--- config.mk ---
export PLATFORM = sky130hd
export DESIGN_NAME = shift_op_queue
export DESIGN_NICKNAME = d
export VERILOG_FILES = /design/src/rtl/shift_op_queue_pkg.sv /design/src/rtl/shift_op_fifo.sv /design/src/rtl/shift_op_queue.sv
export SDC_FILE = /design/constraint.sdc
export NUM_CORES = 1
export LEC_CHECK = 0
export CORE_UTILIZATION = 35
export CTS_CLUSTER_SIZE = 16
export DETAILED_ROUTE_END_ITERATION = 12
export GPL_TIMING_DRIVEN = 0
export PLACE_DENSITY = 0.67
export SLEW_MARGIN = 20
export SYNTH_ARGS = -nofsm -noshare
export SYNTH_HDL_FRONTEND = slang
export SYNTH_SLANG_ARGS = --single-unit
--- constraint.sdc ---
create_clock -name clk -period 2.6 [get_ports clk]
set_input_delay 0.65 -clock clk [delete_from_list [all_inputs] [get_ports clk]]
set_output_delay 0.65 -clock clk [all_outputs]
set_load 0.01 [all_outputs]
--- src/rtl/shift_op_queue_pkg.sv ---
`default_nettype none
// ============================================================================
// Module      : shift_op_queue_pkg
// Description : Shared defaults for the shift-operation queue and the shifter
//               top level: operand/control widths, queue depth and the packed
//               {data, ctrl} operation record.
// Revision    : 1.0 - initial release
// ============================================================================
package shift_op_queue_pkg;

  localparam int c_data_w = 8;   // operand / result width
  localparam int c_ctrl_w = 3;   // shift-amount width
  localparam int c_depth  = 4;   // FIFO entries (power of two, >= 2)

  // One queued operation; data occupies the upper bits, ctrl the lower bits.
  typedef struct packed {
    logic [c_data_w-1:0] data;
    logic [c_ctrl_w-1:0] ctrl;
  } op_t;

endpackage
`default_nettype wire

--- src/rtl/shift_op_fifo.sv ---
`default_nettype none
// ============================================================================
// Module      : shift_op_fifo
// Description : Synchronous FIFO of packed operation entries with occupancy
//               level, full/empty flags and a combinational head read.
// Ports       : clk, rst_n          clock / async active-low reset
//               push, wr_data       write strobe (caller guarantees !full)
//               pop                 advance head (caller guarantees !empty)
//               head                entry at the read pointer
//               level, full, empty  occupancy status
// Revision    : 1.0 - initial release
// ============================================================================
module shift_op_fifo #(
  parameter int WIDTH = 11,
  parameter int DEPTH = 4
) (
  input  logic                     clk,
  input  logic                     rst_n,
  input  logic                     push,
  input  logic [WIDTH-1:0]         wr_data,
  input  logic                     pop,
  output logic [WIDTH-1:0]         head,
  output logic [$clog2(DEPTH):0]   level,
  output logic                     full,
  output logic                     empty
);

  localparam int AW = $clog2(DEPTH);
  localparam logic [AW:0] c_full_lvl = (AW+1)'(DEPTH);

  logic [WIDTH-1:0] r_mem [DEPTH];
  logic [AW-1:0]    r_wr_ptr;
  logic [AW-1:0]    r_rd_ptr;
  logic [AW:0]      r_level;

  // Storage carries no reset: contents are only observable through the
  // level-qualified head, so stale entries are never visible.
  always_ff @(posedge clk) begin
    if (push) begin
      r_mem[r_wr_ptr] <= wr_data;
    end
  end

  // DEPTH is a power of two, so pointers wrap naturally in AW bits.
  always_ff @(posedge clk or negedge rst_n) begin
    if (!rst_n) begin
      r_wr_ptr <= '0;
      r_rd_ptr <= '0;
      r_level  <= '0;
    end else begin
      if (push) r_wr_ptr <= r_wr_ptr + 1'b1;
      if (pop)  r_rd_ptr <= r_rd_ptr + 1'b1;
      case ({push, pop})
        2'b10:   r_level <= r_level + 1'b1;
        2'b01:   r_level <= r_level - 1'b1;
        default: r_level <= r_level;
      endcase
    end
  end

  assign head  = r_mem[r_rd_ptr];
  assign level = r_level;
  assign full  = (r_level == c_full_lvl);
  assign empty = (r_level == '0);

endmodule
`default_nettype wire

--- src/rtl/shift_op_queue.sv ---
`default_nettype none
// ============================================================================
// Module      : shift_op_queue
// Description : Feeder and registered result stage for an external
//               combinational logical-right barrel shifter. Operations are
//               queued, the head entry drives the shifter, and the shifter
//               output is captured into a valid/ready result register.
// Ports       : clk, rst_n                 clock / async active-low reset
//               s_valid, s_ready,
//               s_data, s_ctrl             upstream operation handshake
//               shf_in, shf_ctrl           to shifter (0 when queue empty)
//               shf_out                    from shifter
//               m_valid, m_ready,
//               m_data, m_ctrl             downstream result handshake
//               level                      FIFO occupancy (excl. result reg)
// Revision    : 1.0 - initial release
// ============================================================================
module shift_op_queue
  import shift_op_queue_pkg::*;
#(
  parameter int DATA_W = c_data_w,
  parameter int CTRL_W = c_ctrl_w,
  parameter int DEPTH  = c_depth
) (
  input  logic                     clk,
  input  logic                     rst_n,
  input  logic                     s_valid,
  output logic                     s_ready,
  input  logic [DATA_W-1:0]        s_data,
  input  logic [CTRL_W-1:0]        s_ctrl,
  output logic [DATA_W-1:0]        shf_in,
  output logic [CTRL_W-1:0]        shf_ctrl,
  input  logic [DATA_W-1:0]        shf_out,
  output logic                     m_valid,
  input  logic                     m_ready,
  output logic [DATA_W-1:0]        m_data,
  output logic [CTRL_W-1:0]        m_ctrl,
  output logic [$clog2(DEPTH):0]   level
);

  localparam int OP_W = DATA_W + CTRL_W;

  logic [OP_W-1:0]  w_head;
  logic             w_full;
  logic             w_empty;
  logic             w_push;
  logic             w_load;

  logic             r_m_valid;
  logic [DATA_W-1:0] r_m_data;
  logic [CTRL_W-1:0] r_m_ctrl;

  // s_ready depends on FIFO state only: a pop in the same cycle does not
  // free a slot for a push, which keeps m_ready off any path to s_ready.
  assign s_ready = !w_full;
  assign w_push  = s_valid && !w_full;
  assign w_load  = !w_empty && (!r_m_valid || m_ready);

  shift_op_fifo #(
    .WIDTH (OP_W),
    .DEPTH (DEPTH)
  ) u_fifo (
    .clk     (clk),
    .rst_n   (rst_n),
    .push    (w_push),
    .wr_data ({s_data, s_ctrl}),
    .pop     (w_load),
    .head    (w_head),
    .level   (level),
    .full    (w_full),
    .empty   (w_empty)
  );

  // Present zeros to the shifter while empty so it never sees stale entries.
  assign shf_in   = w_empty ? '0 : w_head[OP_W-1:CTRL_W];
  assign shf_ctrl = w_empty ? '0 : w_head[CTRL_W-1:0];

  always_ff @(posedge clk or negedge rst_n) begin
    if (!rst_n) begin
      r_m_valid <= 1'b0;
      r_m_data  <= '0;
      r_m_ctrl  <= '0;
    end else if (w_load) begin
      r_m_valid <= 1'b1;
      r_m_data  <= shf_out;
      r_m_ctrl  <= w_head[CTRL_W-1:0];
    end else if (m_ready) begin
      // Result consumed with nothing queued behind it; data holds its value.
      r_m_valid <= 1'b0;
    end
  end

  assign m_valid = r_m_valid;
  assign m_data  = r_m_data;
  assign m_ctrl  = r_m_ctrl;

endmodule
`default_nettype wire
Word-level counts from Yosys, hierarchy flattened
Memory sizes are Yosys's and may differ from the RTL's.
Index checks and enable logic that the tools add are counted.
Cells by class
  add/subtract/negate cells: 4
  multipliers: 0
  div/mod/pow operators: 0
  order comparisons: 0
  equality and inequality tests: 3
  shifts and indexed selects: 0
  multiplexer cells: 7
  bitwise gates (word level): 0
  reduce and logical (&&, ||, !) cells: 9
Operator list (number)
  8-bit two-way mux: 1
  3-bit one-hot mux with 2 select lines: 1
  2-bit by 1-bit adder with 2-bit output, second input constant: 2
  1-bit two-way mux: 4
  2-bit nonzero test: 2
  3-bit by 1-bit adder with 3-bit output, second input constant: 1
  3-bit == test, second input constant: 1
  1-bit zero test: 3
  3-bit zero test: 1
  3-bit two-way mux: 1
  3-bit by 1-bit subtractor with 3-bit output, second input constant: 1
  2-bit by 1-bit == test with 1-bit output, second input constant: 1
  2-bit == test, second input constant: 1
  1-bit logical AND: 2
  1-bit logical OR: 1
Storage, ports and cells
  bits in registers: 19
  latch bits: 0
  memory bits (writable): 44
  bits in read-only memories: 0
  bits of input ports: 23
  logic and storage cells: 30
  memories kept: 1
Memories
  u_fifo.r_mem: depth 4, bits a word 11, read ports 1, clocked after Yosys merged registers in 0, wr ports 1, RTL line shift_op_fifo.sv:31  | logic [WIDTH-1:0] r_mem [DEPTH];

Depth between registers and ports, before layout
  depth after elaboration: 5
  mapped depth: 9

By module
A second synthesis with hierarchy kept.
Second synthesis, totals
  cells, all modules: 136
  area, all modules: 2583.7 um2
By module, submodules not included
  shift_op_fifo: instances 1, cells each 94, area an instance 1990.7 um2, sequential area each 1496.4 um2
  shift_op_queue: instances 1, cells each 42, area an instance 593.1 um2, sequential area each 300.3 um2

Worst setup path after synthesis
No wires, ideal clock.
  path type: input -> register
  from: in m_ready
  to: reg u_fifo.r_level[2] (netlist: u_fifo.level[2])
  arrival: 2.105 ns
  data required time: 2.521 ns
  path slack: 0.415 ns
  stages on the path: 9
  path through: nand2b_1 nor2b_2 buf_6 ha_1 inv_1 fa_1 xor2_1 nor2_1 xor2_1
Between the ends
  longest elaborated chain between the ends: 4
  elaborated cells on any way between the ends: 6
  classes of those cells: 2 x eq/ne; 1 x mux; 3 x reduce/logical
Ends and longest elaborated chain
  from (decl): RTL line shift_op_queue.sv:35  | input logic m_ready,
  1-bit logical OR *: RTL line shift_op_queue.sv:57  | assign w_load = !w_empty && (!r_m_valid || m_ready);
  1-bit logical AND *: RTL line shift_op_queue.sv:57
  named net u_fifo.pop: RTL line shift_op_fifo.sv:21  | input logic pop,
  2-bit by 1-bit == test with 1-bit output or 2-bit == test (tied branches): RTL line shift_op_fifo.sv:53  | case ({push, pop})
  3-bit one-hot mux with 2 select lines or 2-bit nonzero test (tied branches)
  to (signal assigned): RTL line shift_op_fifo.sv:54  | 2'b10: r_level <= r_level + 1'b1;
  to (signal assigned): RTL line shift_op_fifo.sv:55  | 2'b01: r_level <= r_level - 1'b1;
  to (signal assigned): RTL line shift_op_fifo.sv:56  | default: r_level <= r_level;
  to (decl): RTL line shift_op_fifo.sv:34  | logic [AW:0] r_level;
Mark *: on every way through the listed nets, which the timed path passes. The rest lies on a longest branch.
A chain may end at the register's enable or synchronous reset.

Worst setup path after layout
  from: reg u_fifo.r_rd_ptr[0]
  to: out shf_in[7]
Between the ends
  longest elaborated chain between the ends: 2
Ends and longest elaborated chain
  from (decl): RTL line shift_op_fifo.sv:33  | logic [AW-1:0] r_rd_ptr;
  from (signal assigned): RTL line shift_op_fifo.sv:52  | if (pop) r_rd_ptr <= r_rd_ptr + 1'b1;
  memory read 4 x 11 bit
  8-bit two-way mux: RTL line shift_op_queue.sv:75  | assign shf_in = w_empty ? '0 : w_head[OP_W-1:CTRL_W];
  to (decl): RTL line shift_op_queue.sv:31  | output logic [DATA_W-1:0] shf_in,
No other way between the ends.

==> results.cfg <==
[timing]
finalHoldViolations = 0
rsz0062_at_grt = no
max-slew-margin-rel = 0.438
fin_crit_ns = 2.46
skew_ns = 0.00512
report.final.setup_viol = 0
tightest_slew_ns = 0.840
fin_hold_ws_ns = 0.506
slew_violations = 0
fmax_ghz = 0.407
fin_crit_sh = 0.946
layout_setup_ws_ns = 0.141

[logic_synthesis]
post_synth.cell_area_avg_um2 = 19.1
yosysWarningCount = 0
synth_cells = 133
synthesis.nets = 162
yosysSeqAreaShare = 0.708
ys_ff_latch = 63
yosysUniqueCellTypes = 25
syn_area_um2 = 2540

[die]
die_y_um = 87.1
die_x_um = 87.1
initial_core_util = 0.367
pin_count = 50
fp.dieArea_um2 = 7590
num_rows = 30
core_um2 = 6910

[min_path]
hold_class = reg -> reg
min_from = m_data[4]$_DFFE_PN0P_

[critical_path]
required_ns = 1.95
cp-start-kind = register
end_kind = primary output
path_buf_inv = 2
reg2reg_from = u_fifo.level[0]$_DFFE_PN0P_
arrival_ns = 1.81
slowest_stage = mux4_2
critPathKind = reg -> out
crit_fanout = 10
critPathMaxStageDelay_ns = 0.51
crit_family = multiplexers
cp-startpoint = u_fifo.r_rd_ptr[0]$_DFFE_PN0P_
reg2reg_slack_ns = 0.37
worstPathCellList = buf_12 -> mux4_2 -> nor2b_1 -> dlygate4sd2_1

[clock_tree]
path_clk_slew_ns = 0.06
h-tree-depth = 3
cts_tree = yes
cts_sinks = 63
clock_path_buffers = 2
worstSkewPairLatency_ns = 0.32
cts_buffers = 9
cts_root_buffer = clkbuf_8
cts_hold_buf = 0

[grt]
antenna_found_initial = 0
grt_overflow = 0
gr-usage-all-layers = 0.131
grt_pass1_wl_mm = 7.01
grt_start_max_net_pins = 20
grt_pass1_vias = 1402

[place]
placed_cell_area_um2 = 3150
dp_hpwl_mm = 2.96
dp.cells = 278
place_ws_ns = -0.184
gp_congestion = 0.715
io_buffers = 49

[run]
maxCapViolCount = 0

[layout]
nNetsFinal = 223
layout.cells.non_filler = 295
drive_above_1_share = 0.246
areaGrowthSynthToFinish_pct = 31.1
post-route-cell-area_um2 = 3330
antenna_cells = 0

[drt]
num_vias = 1338
avgViaCountPerCell = 4.54
ant_nets = 0
drt_first_pass_iters = 4
drcViolationCount = 0
dr.first_iter.drc_count = 57
wl_mm = 4.29
wl_per_cell_um = 14.6

[outcome]
outcome = complete, no violations

[pwr]
finalPower_mw = 3.75
p_leak_nw = 1.25
ir_drop_mv = 0.554
p_per_area_nw_per_um2 = 1130
-- synthesized netlist by cell type (all sizes together) --
library cell,instances,area [um2]
nand2,2,7.51
nor2,1,3.75
nor2b,12,77.6
mux2,12,139
and2,1,8.76
inv,6,22.5
nor3,1,10.0
and3b,1,8.76
edfxtp,44,1320
fa,1,20.0
buf,3,23.8
mux4,11,248
nand2b,1,6.26
and3,4,30.0
dfrtp,19,475
xnor2,2,17.5
o21ai,1,5.00
or3b,1,11.3
ha,5,62.6
xor2,4,35.0
clkbuf,1,3.75
-- final cells by class --
class                      instances  area, um2
inverter                           6       22.5
multi-input combinational         60        702
tap                               96        120
timing repair buffer              50        484
clock inverter                     7       30.0
sequential                        63       1800
clock buffer                       9        124
fill                             627       3580
buffer                             4       46.3
-- final timing paths --
kind | depth (start not counted) | end
setup / recovery | 4 | shf_in[7]
min in group asynchronous | 1 | m_data[2]$_DFFE_PN0P_
setup reg to reg | 9 | u_fifo.level[2]$_DFFE_PN0P_
hold / removal | 1 | m_data[4]$_DFFE_PN0P_
hold reg to reg | 1 | m_data[4]$_DFFE_PN0P_
max in group asynchronous | 1 | u_fifo.r_rd_ptr[0]$_DFFE_PN0P_
-- what timing repair did --
action | 4_1_cts | 5_1_grt
buffers inserted | 1 | 0
setup endpoints to repair | 11 | 1
gates resized for setup | 19 | 1
-- per-stage QoR --
step / utilization / setup TNS (ns)
floorplan: - / 0
global placement: 0.456 / -0.227
detailed placement: 0.456 / -0.262
CTS: 0.481 / 0
global route: 0.482 / 0
finish: 0.482 / 0
-- state kept, by name, indices dropped and copies added (netlist names) --
name / cells
m_ctrl: 3
m_data: 8
m_valid: 1
u_fifo.level: 3
u_fifo.r_mem: 44
u_fifo.r_rd_ptr: 2
u_fifo.r_wr_ptr: 2
-- kinds of logic (layout without fill, tap and decap cells) --
kind of cell / Yosys count / in the layout / share of synthesized area
AOI/OAI and AO/OA: 1 / 1 / 0.00197
adders and majority gates: 6 / 6 / 0.0325
DFF: 63 / 63 / 0.708
xor gates and xnor gates: 6 / 6 / 0.0207
muxes: 23 / 23 / 0.152
buffers and inverters: 10 / 76 / 0.0197
and+or+nand+nor: 24 / 24 / 0.0646
-- cells in the final DEF, fill, tap and decap left out, drive strengths merged --
| master | count |
|---|---|
| xnor2 | 2 |
| o21ai | 1 |
| clkinv | 7 |
| nand2 | 2 |
| and2 | 1 |
| fa | 1 |
| mux4 | 11 |
| and3b | 1 |
| edfxtp | 44 |
| inv | 6 |
| mux2 | 12 |
| clkdlybuf4s50 | 38 |
| xor2 | 4 |
| dfrtp | 19 |
| clkbuf | 10 |
| nor3 | 1 |
| nor2 | 1 |
| nor2b | 12 |
| and3 | 4 |
| or3b | 1 |
| nand2b | 1 |
| buf | 4 |
| dlygate4sd2 | 11 |
| ha | 5 |
-- per-layer routing --
metal,vias to the layer above,wire (um),track usage
met5,-,0,0
met4,0,104,0.0775
met3,11,154,0.0389
met2,27,2180,0.209
met1,678,1860,0.158
li1,622,-,-
-- report_power, final --
| group | total [mW] | internal (mW) | leakage (nW) | switching [mW] |
|---|---|---|---|---|
| clock network | 0.662 | 0.327 | 0.0827 | 0.335 |
| registers | 1.52 | 1.38 | 0.621 | 0.143 |
| logic | 1.57 | 0.889 | 0.545 | 0.679 |
| total | 3.75 | 2.60 | 1.25 | 1.16 |
No activity file was read; power rests on OpenSTA's default activity.
